File: config.mk
export PLATFORM = sky130hd
export DESIGN_NAME = axi_cmd_slave_flat
export DESIGN_NICKNAME = d
export VERILOG_FILES = /design/src/rtl/axi_cmd_slave_if.sv /design/src/rtl/axi_cmd_slave.sv /design/src/flat_wrapper.sv
export SDC_FILE = /design/constraint.sdc
export NUM_CORES = 1
export LEC_CHECK = 0
export ABC_CLOCK_PERIOD_IN_PS = 10400
export CAP_MARGIN = 20
export CORE_AREA = 2 2 226 228
export CTS_BUF_LIST = sky130_fd_sc_hd__clkbuf_8
export DETAILED_ROUTE_END_ITERATION = 6
export DIE_AREA = 0 0 228 230
export SETUP_SLACK_MARGIN = 0.4
export SLEW_MARGIN = 20
export SYNTH_ARGS = -nofsm -noshare
export SYNTH_HDL_FRONTEND = slang
export SYNTH_SLANG_ARGS = --single-unit
File: constraint.sdc
create_clock -name s_axi_aclk -period 10.4 [get_ports s_axi_aclk]
set_input_delay 1.56 -clock s_axi_aclk [delete_from_list [all_inputs] [get_ports s_axi_aclk]]
set_output_delay 1.56 -clock s_axi_aclk [all_outputs]
set_load 0.01 [all_outputs]
File: src/rtl/axi_cmd_slave_if.sv
// AXI4 write/read slave channels plus the command push port.
// The DUT side is "slave"; the PS/FIFO model side is "master".
interface axi_cmd_slave_if #(
    parameter int DATA_WIDTH = 128,
    parameter int ADDR_WIDTH = 40,
    parameter int ID_WIDTH   = 16
);
    logic [ID_WIDTH-1:0]     s_axi_awid;
    logic [ADDR_WIDTH-1:0]   s_axi_awaddr;
    logic [7:0]              s_axi_awlen;
    logic                    s_axi_awvalid;
    logic                    s_axi_awready;
    logic [DATA_WIDTH-1:0]   s_axi_wdata;
    logic [DATA_WIDTH/8-1:0] s_axi_wstrb;
    logic                    s_axi_wlast;
    logic                    s_axi_wvalid;
    logic                    s_axi_wready;
    logic [ID_WIDTH-1:0]     s_axi_bid;
    logic [1:0]              s_axi_bresp;
    logic                    s_axi_bvalid;
    logic                    s_axi_bready;
    logic [ID_WIDTH-1:0]     s_axi_arid;
    logic [ADDR_WIDTH-1:0]   s_axi_araddr;
    logic [7:0]              s_axi_arlen;
    logic                    s_axi_arvalid;
    logic                    s_axi_arready;
    logic [ID_WIDTH-1:0]     s_axi_rid;
    logic [DATA_WIDTH-1:0]   s_axi_rdata;
    logic [1:0]              s_axi_rresp;
    logic                    s_axi_rlast;
    logic                    s_axi_rvalid;
    logic                    s_axi_rready;
    logic [DATA_WIDTH-1:0]   m_cmd_data;
    logic                    m_cmd_valid;
    logic                    m_cmd_ready;

    modport slave (
        input  s_axi_awid, s_axi_awaddr, s_axi_awlen, s_axi_awvalid,
        output s_axi_awready,
        input  s_axi_wdata, s_axi_wstrb, s_axi_wlast, s_axi_wvalid,
        output s_axi_wready,
        output s_axi_bid, s_axi_bresp, s_axi_bvalid,
        input  s_axi_bready,
        input  s_axi_arid, s_axi_araddr, s_axi_arlen, s_axi_arvalid,
        output s_axi_arready,
        output s_axi_rid, s_axi_rdata, s_axi_rresp, s_axi_rlast,
        output s_axi_rvalid,
        input  s_axi_rready,
        output m_cmd_data, m_cmd_valid,
        input  m_cmd_ready
    );

    modport master (
        output s_axi_awid, s_axi_awaddr, s_axi_awlen, s_axi_awvalid,
        input  s_axi_awready,
        output s_axi_wdata, s_axi_wstrb, s_axi_wlast, s_axi_wvalid,
        input  s_axi_wready,
        input  s_axi_bid, s_axi_bresp, s_axi_bvalid,
        output s_axi_bready,
        output s_axi_arid, s_axi_araddr, s_axi_arlen, s_axi_arvalid,
        input  s_axi_arready,
        input  s_axi_rid, s_axi_rdata, s_axi_rresp, s_axi_rlast,
        input  s_axi_rvalid,
        output s_axi_rready,
        input  m_cmd_data, m_cmd_valid,
        output m_cmd_ready
    );
endinterface

File: src/rtl/axi_cmd_slave.sv
// AXI4 slave turning PS write bursts into a beat-per-entry command stream,
// with a STATUS/CTRL register pair on the read/write windows.
module axi_cmd_slave #(
    parameter int DATA_WIDTH = 128,
    parameter int ADDR_WIDTH = 40,
    parameter int ID_WIDTH   = 16
) (
    input logic            s_axi_aclk,
    input logic            s_axi_areset,
    axi_cmd_slave_if.slave bus
);
    localparam logic [3:0] OFF_CMD    = 4'h0;
    localparam logic [3:0] OFF_STATUS = 4'h1;
    localparam logic [3:0] OFF_CTRL   = 4'h2;

    typedef enum logic [1:0] {W_IDLE, W_DATA, W_RESP} w_state_t;
    typedef enum logic {R_IDLE, R_DATA} r_state_t;

    w_state_t w_state, w_next;
    r_state_t r_state, r_next;

    logic                alive;
    logic [ID_WIDTH-1:0] w_id, r_id;
    logic [7:0]          w_len, r_len;
    logic [3:0]          w_off, r_off;
    logic [7:0]          beat_cnt, r_cnt;
    logic                w_err;
    logic [31:0]         push_count;
    logic [15:0]         err_count;

    logic awready, wready, bvalid, cmd_valid;
    logic arready, rvalid;
    logic aw_hs, w_hs, ar_hs, r_hs, push;
    logic w_is_cmd, full_strb, last_beat, beat_err;
    logic err_inc, clr;
    logic [3:0] aw_off;

    assign aw_off    = bus.s_axi_awaddr[7:4];
    assign w_is_cmd  = (w_off == OFF_CMD);
    assign full_strb = &bus.s_axi_wstrb;
    assign last_beat = (beat_cnt == w_len);
    assign beat_err  = (w_is_cmd && !full_strb) ||
                       (bus.s_axi_wlast != last_beat);

    assign aw_hs = bus.s_axi_awvalid && awready;
    assign w_hs  = bus.s_axi_wvalid && wready;
    assign ar_hs = bus.s_axi_arvalid && arready;
    assign r_hs  = rvalid && bus.s_axi_rready;
    assign push  = cmd_valid && bus.m_cmd_ready;

    assign err_inc = w_hs && last_beat && (w_err || beat_err);
    assign clr     = w_hs && (w_off == OFF_CTRL) &&
                     bus.s_axi_wdata[0] && bus.s_axi_wstrb[0];

    always_ff @(posedge s_axi_aclk or posedge s_axi_areset) begin
        if (s_axi_areset) begin
            w_state <= W_IDLE;
            r_state <= R_IDLE;
        end else begin
            w_state <= w_next;
            r_state <= r_next;
        end
    end

    // Partial-strobe CMD beats bypass backpressure since they are dropped.
    always_comb begin
        w_next    = w_state;
        awready   = 1'b0;
        wready    = 1'b0;
        bvalid    = 1'b0;
        cmd_valid = 1'b0;
        unique case (w_state)
            W_IDLE: begin
                awready = alive;
                if (bus.s_axi_awvalid && alive) w_next = W_DATA;
            end
            W_DATA: begin
                wready    = (w_is_cmd && full_strb) ? bus.m_cmd_ready : 1'b1;
                cmd_valid = w_is_cmd && bus.s_axi_wvalid && full_strb;
                if (w_hs && last_beat) w_next = W_RESP;
            end
            W_RESP: begin
                bvalid = 1'b1;
                if (bus.s_axi_bready) w_next = W_IDLE;
            end
            default: w_next = W_IDLE;
        endcase
    end

    always_comb begin
        r_next  = r_state;
        arready = 1'b0;
        rvalid  = 1'b0;
        unique case (r_state)
            R_IDLE: begin
                arready = alive;
                if (bus.s_axi_arvalid && alive) r_next = R_DATA;
            end
            R_DATA: begin
                rvalid = 1'b1;
                if (bus.s_axi_rready && (r_cnt == r_len)) r_next = R_IDLE;
            end
            default: r_next = R_IDLE;
        endcase
    end

    always_ff @(posedge s_axi_aclk or posedge s_axi_areset) begin
        if (s_axi_areset) begin
            alive      <= 1'b0;
            w_id       <= '0;
            w_len      <= '0;
            w_off      <= '0;
            beat_cnt   <= '0;
            w_err      <= 1'b0;
            r_id       <= '0;
            r_len      <= '0;
            r_off      <= '0;
            r_cnt      <= '0;
            push_count <= '0;
            err_count  <= '0;
        end else begin
            alive <= 1'b1;
            if (aw_hs) begin
                w_id     <= bus.s_axi_awid;
                w_len    <= bus.s_axi_awlen;
                w_off    <= aw_off;
                beat_cnt <= '0;
                w_err    <= !((aw_off == OFF_CMD) || (aw_off == OFF_CTRL));
            end
            if (w_hs) begin
                beat_cnt <= beat_cnt + 8'd1;
                w_err    <= w_err || beat_err;
            end
            if (ar_hs) begin
                r_id  <= bus.s_axi_arid;
                r_len <= bus.s_axi_arlen;
                r_off <= bus.s_axi_araddr[7:4];
                r_cnt <= '0;
            end
            if (r_hs) r_cnt <= r_cnt + 8'd1;
            if (clr) begin
                push_count <= '0;
                err_count  <= '0;
            end else begin
                if (push) push_count <= push_count + 32'd1;
                if (err_inc && (err_count != 16'hFFFF))
                    err_count <= err_count + 16'd1;
            end
        end
    end

    assign bus.s_axi_awready = awready;
    assign bus.s_axi_wready  = wready;
    assign bus.s_axi_bvalid  = bvalid;
    assign bus.s_axi_bid     = w_id;
    assign bus.s_axi_bresp   = (bvalid && w_err) ? 2'b10 : 2'b00;
    assign bus.m_cmd_valid   = cmd_valid;
    assign bus.m_cmd_data    = bus.s_axi_wdata;

    assign bus.s_axi_arready = arready;
    assign bus.s_axi_rvalid  = rvalid;
    assign bus.s_axi_rid     = r_id;
    assign bus.s_axi_rlast   = rvalid && (r_cnt == r_len);
    assign bus.s_axi_rresp   = (rvalid && (r_off > OFF_CTRL)) ? 2'b10 : 2'b00;
    assign bus.s_axi_rdata   = (rvalid && (r_off == OFF_STATUS)) ?
        DATA_WIDTH'({bus.m_cmd_ready, err_count, push_count}) : '0;

    logic unused_ok;
    assign unused_ok = ^{bus.s_axi_awaddr[ADDR_WIDTH-1:8],
                         bus.s_axi_awaddr[3:0],
                         bus.s_axi_araddr[ADDR_WIDTH-1:8],
                         bus.s_axi_araddr[3:0]};
endmodule

File: src/flat_wrapper.sv
// flat-port wrapper written by rule: the top's interface ports become plain ports
module axi_cmd_slave_flat 
#(
    parameter int DATA_WIDTH = 128,
    parameter int ADDR_WIDTH = 40,
    parameter int ID_WIDTH   = 16
)
  (s_axi_aclk, s_axi_areset, bus_s_axi_awid, bus_s_axi_awaddr, bus_s_axi_awlen, bus_s_axi_awvalid, bus_s_axi_awready, bus_s_axi_wdata, bus_s_axi_wstrb, bus_s_axi_wlast, bus_s_axi_wvalid, bus_s_axi_wready, bus_s_axi_bid, bus_s_axi_bresp, bus_s_axi_bvalid, bus_s_axi_bready, bus_s_axi_arid, bus_s_axi_araddr, bus_s_axi_arlen, bus_s_axi_arvalid, bus_s_axi_arready, bus_s_axi_rid, bus_s_axi_rdata, bus_s_axi_rresp, bus_s_axi_rlast, bus_s_axi_rvalid, bus_s_axi_rready, bus_m_cmd_data, bus_m_cmd_valid, bus_m_cmd_ready);
  axi_cmd_slave_if #(.DATA_WIDTH(DATA_WIDTH), .ADDR_WIDTH(ADDR_WIDTH), .ID_WIDTH(ID_WIDTH)) bus_i ();
  input logic s_axi_aclk;
  input logic s_axi_areset;
  input wire logic [$bits(bus_i.s_axi_awid)-1:0] bus_s_axi_awid;
  input wire logic [$bits(bus_i.s_axi_awaddr)-1:0] bus_s_axi_awaddr;
  input wire logic [$bits(bus_i.s_axi_awlen)-1:0] bus_s_axi_awlen;
  input wire logic [$bits(bus_i.s_axi_awvalid)-1:0] bus_s_axi_awvalid;
  output wire logic [$bits(bus_i.s_axi_awready)-1:0] bus_s_axi_awready;
  input wire logic [$bits(bus_i.s_axi_wdata)-1:0] bus_s_axi_wdata;
  input wire logic [$bits(bus_i.s_axi_wstrb)-1:0] bus_s_axi_wstrb;
  input wire logic [$bits(bus_i.s_axi_wlast)-1:0] bus_s_axi_wlast;
  input wire logic [$bits(bus_i.s_axi_wvalid)-1:0] bus_s_axi_wvalid;
  output wire logic [$bits(bus_i.s_axi_wready)-1:0] bus_s_axi_wready;
  output wire logic [$bits(bus_i.s_axi_bid)-1:0] bus_s_axi_bid;
  output wire logic [$bits(bus_i.s_axi_bresp)-1:0] bus_s_axi_bresp;
  output wire logic [$bits(bus_i.s_axi_bvalid)-1:0] bus_s_axi_bvalid;
  input wire logic [$bits(bus_i.s_axi_bready)-1:0] bus_s_axi_bready;
  input wire logic [$bits(bus_i.s_axi_arid)-1:0] bus_s_axi_arid;
  input wire logic [$bits(bus_i.s_axi_araddr)-1:0] bus_s_axi_araddr;
  input wire logic [$bits(bus_i.s_axi_arlen)-1:0] bus_s_axi_arlen;
  input wire logic [$bits(bus_i.s_axi_arvalid)-1:0] bus_s_axi_arvalid;
  output wire logic [$bits(bus_i.s_axi_arready)-1:0] bus_s_axi_arready;
  output wire logic [$bits(bus_i.s_axi_rid)-1:0] bus_s_axi_rid;
  output wire logic [$bits(bus_i.s_axi_rdata)-1:0] bus_s_axi_rdata;
  output wire logic [$bits(bus_i.s_axi_rresp)-1:0] bus_s_axi_rresp;
  output wire logic [$bits(bus_i.s_axi_rlast)-1:0] bus_s_axi_rlast;
  output wire logic [$bits(bus_i.s_axi_rvalid)-1:0] bus_s_axi_rvalid;
  input wire logic [$bits(bus_i.s_axi_rready)-1:0] bus_s_axi_rready;
  output wire logic [$bits(bus_i.m_cmd_data)-1:0] bus_m_cmd_data;
  output wire logic [$bits(bus_i.m_cmd_valid)-1:0] bus_m_cmd_valid;
  input wire logic [$bits(bus_i.m_cmd_ready)-1:0] bus_m_cmd_ready;
  assign bus_i.s_axi_awid = bus_s_axi_awid;
  assign bus_i.s_axi_awaddr = bus_s_axi_awaddr;
  assign bus_i.s_axi_awlen = bus_s_axi_awlen;
  assign bus_i.s_axi_awvalid = bus_s_axi_awvalid;
  assign bus_s_axi_awready = bus_i.s_axi_awready;
  assign bus_i.s_axi_wdata = bus_s_axi_wdata;
  assign bus_i.s_axi_wstrb = bus_s_axi_wstrb;
  assign bus_i.s_axi_wlast = bus_s_axi_wlast;
  assign bus_i.s_axi_wvalid = bus_s_axi_wvalid;
  assign bus_s_axi_wready = bus_i.s_axi_wready;
  assign bus_s_axi_bid = bus_i.s_axi_bid;
  assign bus_s_axi_bresp = bus_i.s_axi_bresp;
  assign bus_s_axi_bvalid = bus_i.s_axi_bvalid;
  assign bus_i.s_axi_bready = bus_s_axi_bready;
  assign bus_i.s_axi_arid = bus_s_axi_arid;
  assign bus_i.s_axi_araddr = bus_s_axi_araddr;
  assign bus_i.s_axi_arlen = bus_s_axi_arlen;
  assign bus_i.s_axi_arvalid = bus_s_axi_arvalid;
  assign bus_s_axi_arready = bus_i.s_axi_arready;
  assign bus_s_axi_rid = bus_i.s_axi_rid;
  assign bus_s_axi_rdata = bus_i.s_axi_rdata;
  assign bus_s_axi_rresp = bus_i.s_axi_rresp;
  assign bus_s_axi_rlast = bus_i.s_axi_rlast;
  assign bus_s_axi_rvalid = bus_i.s_axi_rvalid;
  assign bus_i.s_axi_rready = bus_s_axi_rready;
  assign bus_m_cmd_data = bus_i.m_cmd_data;
  assign bus_m_cmd_valid = bus_i.m_cmd_valid;
  assign bus_i.m_cmd_ready = bus_m_cmd_ready;
  axi_cmd_slave #(.DATA_WIDTH(DATA_WIDTH), .ADDR_WIDTH(ADDR_WIDTH), .ID_WIDTH(ID_WIDTH)) u_core (.s_axi_aclk(s_axi_aclk), .s_axi_areset(s_axi_areset), .bus(bus_i));
endmodule
==> out/qor.yml <==
status: "completed"
clock_skew_ns: 0.01709
syn_area_per_cell_um2: 9.635
ys_types: 45
grt_usage: 0.08123
grt_max_degree: 68
synth_edf_count: 0
wl_um: 21610
seq_area_frac_synth: 0.4038
slew_headroom: 0.4401
area_growth_syn_to_layout_pct: 21.31
timing_max_transition_violations_final: 0
port_buffers: 172
die_h_um: 230
cts.clk_slew.worst_paths_ns: 0.08
fin_cells: 1531
cp-end-kind: "primary output"
grt_pass1_vias: 5311
tritoncts: "built"
wl_per_cell_um: 14.11
finalWeightedCongestion: 0.7219
tightest_slew_ns: 0.8398
antenna_found_initial: 1
initial_core_util: 0.1553
grt.overflow.total: 0
critPathBufInv: 2
rsz0062_at_grt: "false"
cts_max_level: 4
startpoint: "bus_s_axi_wstrb[8]"
num_rows: 82
fmax_mhz: 190.4
netlist.area_leader.share: 0.4038
setup_viol: 0
period_needed_ns: 5.251
num-fill-cells: 5498
post_drt_via_cell_ratio: 3.553
synth.cell_area_um2: 7746
vias: 5440
rr_worst_depth: 6
final_common_cell: "clkdlybuf4s50_1"
period_share: 0.5049
critPathMaxStageDelay_ns: 0.67
finalWorstSetupSlack_ns: 5.149
drt-pass1-iter-count: 4
drtAntennaViolNets: 0
drt-initial-drc-count: 267
start_kind: "input pin"
crit_required_ns: 8.84
hpwl_um: 16660
nNetsFinal: 1131
max-clock-path-buffers: 2
cpMostUsedCell: "clkdlybuf4s50_1"
clk_latency_ns: 0.49
cts.repair.resized: 0
critical_path.max_fanout: 13
diodes: 0
synthTopCellsByArea: "dfrtp_1, buf_4, mux2_2, and2_1, xor2_1"
critical_path_class: "in2out"
dp_slack_ns: 5.110
hp-class: "reg2reg"
synth_cells: 804
yosysWarnings: 0
post_cts_buffers: 0
endpoint: "bus_m_cmd_valid"
dieArea_um2: 52440
r2r_start: "u_core.w_off[1]$_DFFE_PP0P_"
cpMaxStageDelayCell: "or4_4"
p_leak_nw: 3.822
yosysTopAreaCell: "dfrtp_1"
cts_buffers: 17
cts_num_sinks: 125
fin_setup_tns_ns: 0
core_area_um2: 49860
ys_seq_elements: 125
root_buffer: "clkbuf_8"
power_density_nw_per_um2: 180.1
drc: 0
final_cell_mix: "clkdlybuf4s50_1, dfrtp_1, conb_1"
ir_worst_vdd_uv: 88.25
r2r-end: "u_core.push_count[25]$_DFFE_PP0P_"
synth_ff_type: "dfrtp_1"
rrSetupSlack_ns: 7.74
die_w_um: 228
hold_violations: 0
grt_pass1_wl_um: 32190
crit_cells: 5
async_flop_share: 1.000
maxCapViolations: 0
cp_top_family: "buffers and inverters"
holdBufCountCts: 0
drive_above_1_share: 0.1199
cp_data_arrival_time_ns: 3.69
ios: 580
dp_cells: 1499
path_cells: "clkdlybuf4s50_1 > nand4_1 > or4_4 > nor2_1 > clkdlybuf4s50_1"
how the worst min path moves through the flow:
stage                                                      end                            startpoint  slack, ns  cells past startpoint
after detailed placement        u_core.beat_cnt[7]$_DFFE_PP0P_        u_core.beat_cnt[7]$_DFFE_PP0P_       0.49                      1
after global routing      u_core.bus.s_axi_rid[10]$_DFFE_PP0P_  u_core.bus.s_axi_rid[10]$_DFFE_PP0P_       0.52                      1
final                      u_core.bus.s_axi_rid[1]$_DFFE_PP0P_   u_core.bus.s_axi_rid[1]$_DFFE_PP0P_       0.51                      1
after floorplan                 u_core.beat_cnt[7]$_DFFE_PP0P_        u_core.beat_cnt[7]$_DFFE_PP0P_       0.46                      1
after CTS                       u_core.beat_cnt[7]$_DFFE_PP0P_        u_core.beat_cnt[7]$_DFFE_PP0P_       0.51                      1
after global placement    u_core.bus.s_axi_rid[10]$_DFFE_PP0P_  u_core.bus.s_axi_rid[10]$_DFFE_PP0P_       0.49                      1
area by class of cell:
cell class,instances,area [um2],share of cell area
well taps,672,840.8,0.08948
flip-flops and latches,125,3128,0.3329
clock buffers,17,234.0,0.02490
inverters,9,36.28,0.003862
multi-input cells,514,3208,0.3414
repair buffers,179,1774,0.1888
clock inverters,15,175.2,0.01864
power by group:
part | total (mW) | leakage (nW) | internal (mW) | switching, mW
Clock | 0.455 | 0.204 | 0.221 | 0.234
Combinational | 0.523 | 2.01 | 0.298 | 0.225
Sequential | 0.714 | 1.61 | 0.616 | 0.0975
Total | 1.69 | 3.82 | 1.14 | 0.556
per-layer routing:
metal | vias up | global-route usage | wire length [um]
met5 | - | 0.004596 | 49
met4 | 4 | 0.05249 | 1082
met3 | 86 | 0.03460 | 1866
met2 | 276 | 0.1241 | 9941
met1 | 2583 | 0.09267 | 8664
li1 | 2491 | - | -
metrics by stage:
| step | power (mW) | hold WS [ns] | util | instance area, um2 |
|---|---|---|---|---|
| final | 1.692 | 0.5061 | 0.1884 | 9397 |
| after floorplan | 1.061 | 0.4646 | - | 8046 |
| after global placement | 1.243 | 0.4882 | 0.1802 | 8987 |
| after detailed placement | 1.259 | 0.4884 | 0.1802 | 8987 |
| after CTS | 1.733 | 0.5100 | 0.1884 | 9397 |
| after global routing | 1.810 | 0.5229 | 0.1884 | 9397 |
flip-flops by register name, summed over array words and instances, names as in the netlist:
signal                cells
u_core.alive              1
u_core.beat_cnt           8
u_core.bus.s_axi_bid     16
u_core.bus.s_axi_rid     16
u_core.err_count         16
u_core.push_count        32
u_core.r_cnt              8
u_core.r_len              8
u_core.r_off              4
u_core.r_state            1
u_core.w_err              1
u_core.w_len              8
u_core.w_off              4
u_core.w_state            2
synth_stat cells (all sizes together) (9+ instances only):
| cell type | instances |
|---|---|
| o21ai | 34 |
| a21oi | 21 |
| inv | 9 |
| and3 | 11 |
| nand3 | 25 |
| buf | 216 |
| nor2 | 45 |
| mux2 | 56 |
| xor2 | 30 |
| nand4 | 21 |
| dfrtp | 125 |
| and2 | 59 |
| nand2 | 42 |
| or3 | 14 |
| clkbuf | 20 |
| xnor2 | 17 |
kinds of logic after synthesis:
kind of cell,synth area share
fa+ha+maj,0.006461
buf+inv,0.2216
compound gates,0.04846
xor+xnor,0.05314
flops,0.4038
mux,0.08270
other cells,0.0009695
simple gates,0.1828
No activity file was read; power rests on OpenSTA's default activity.
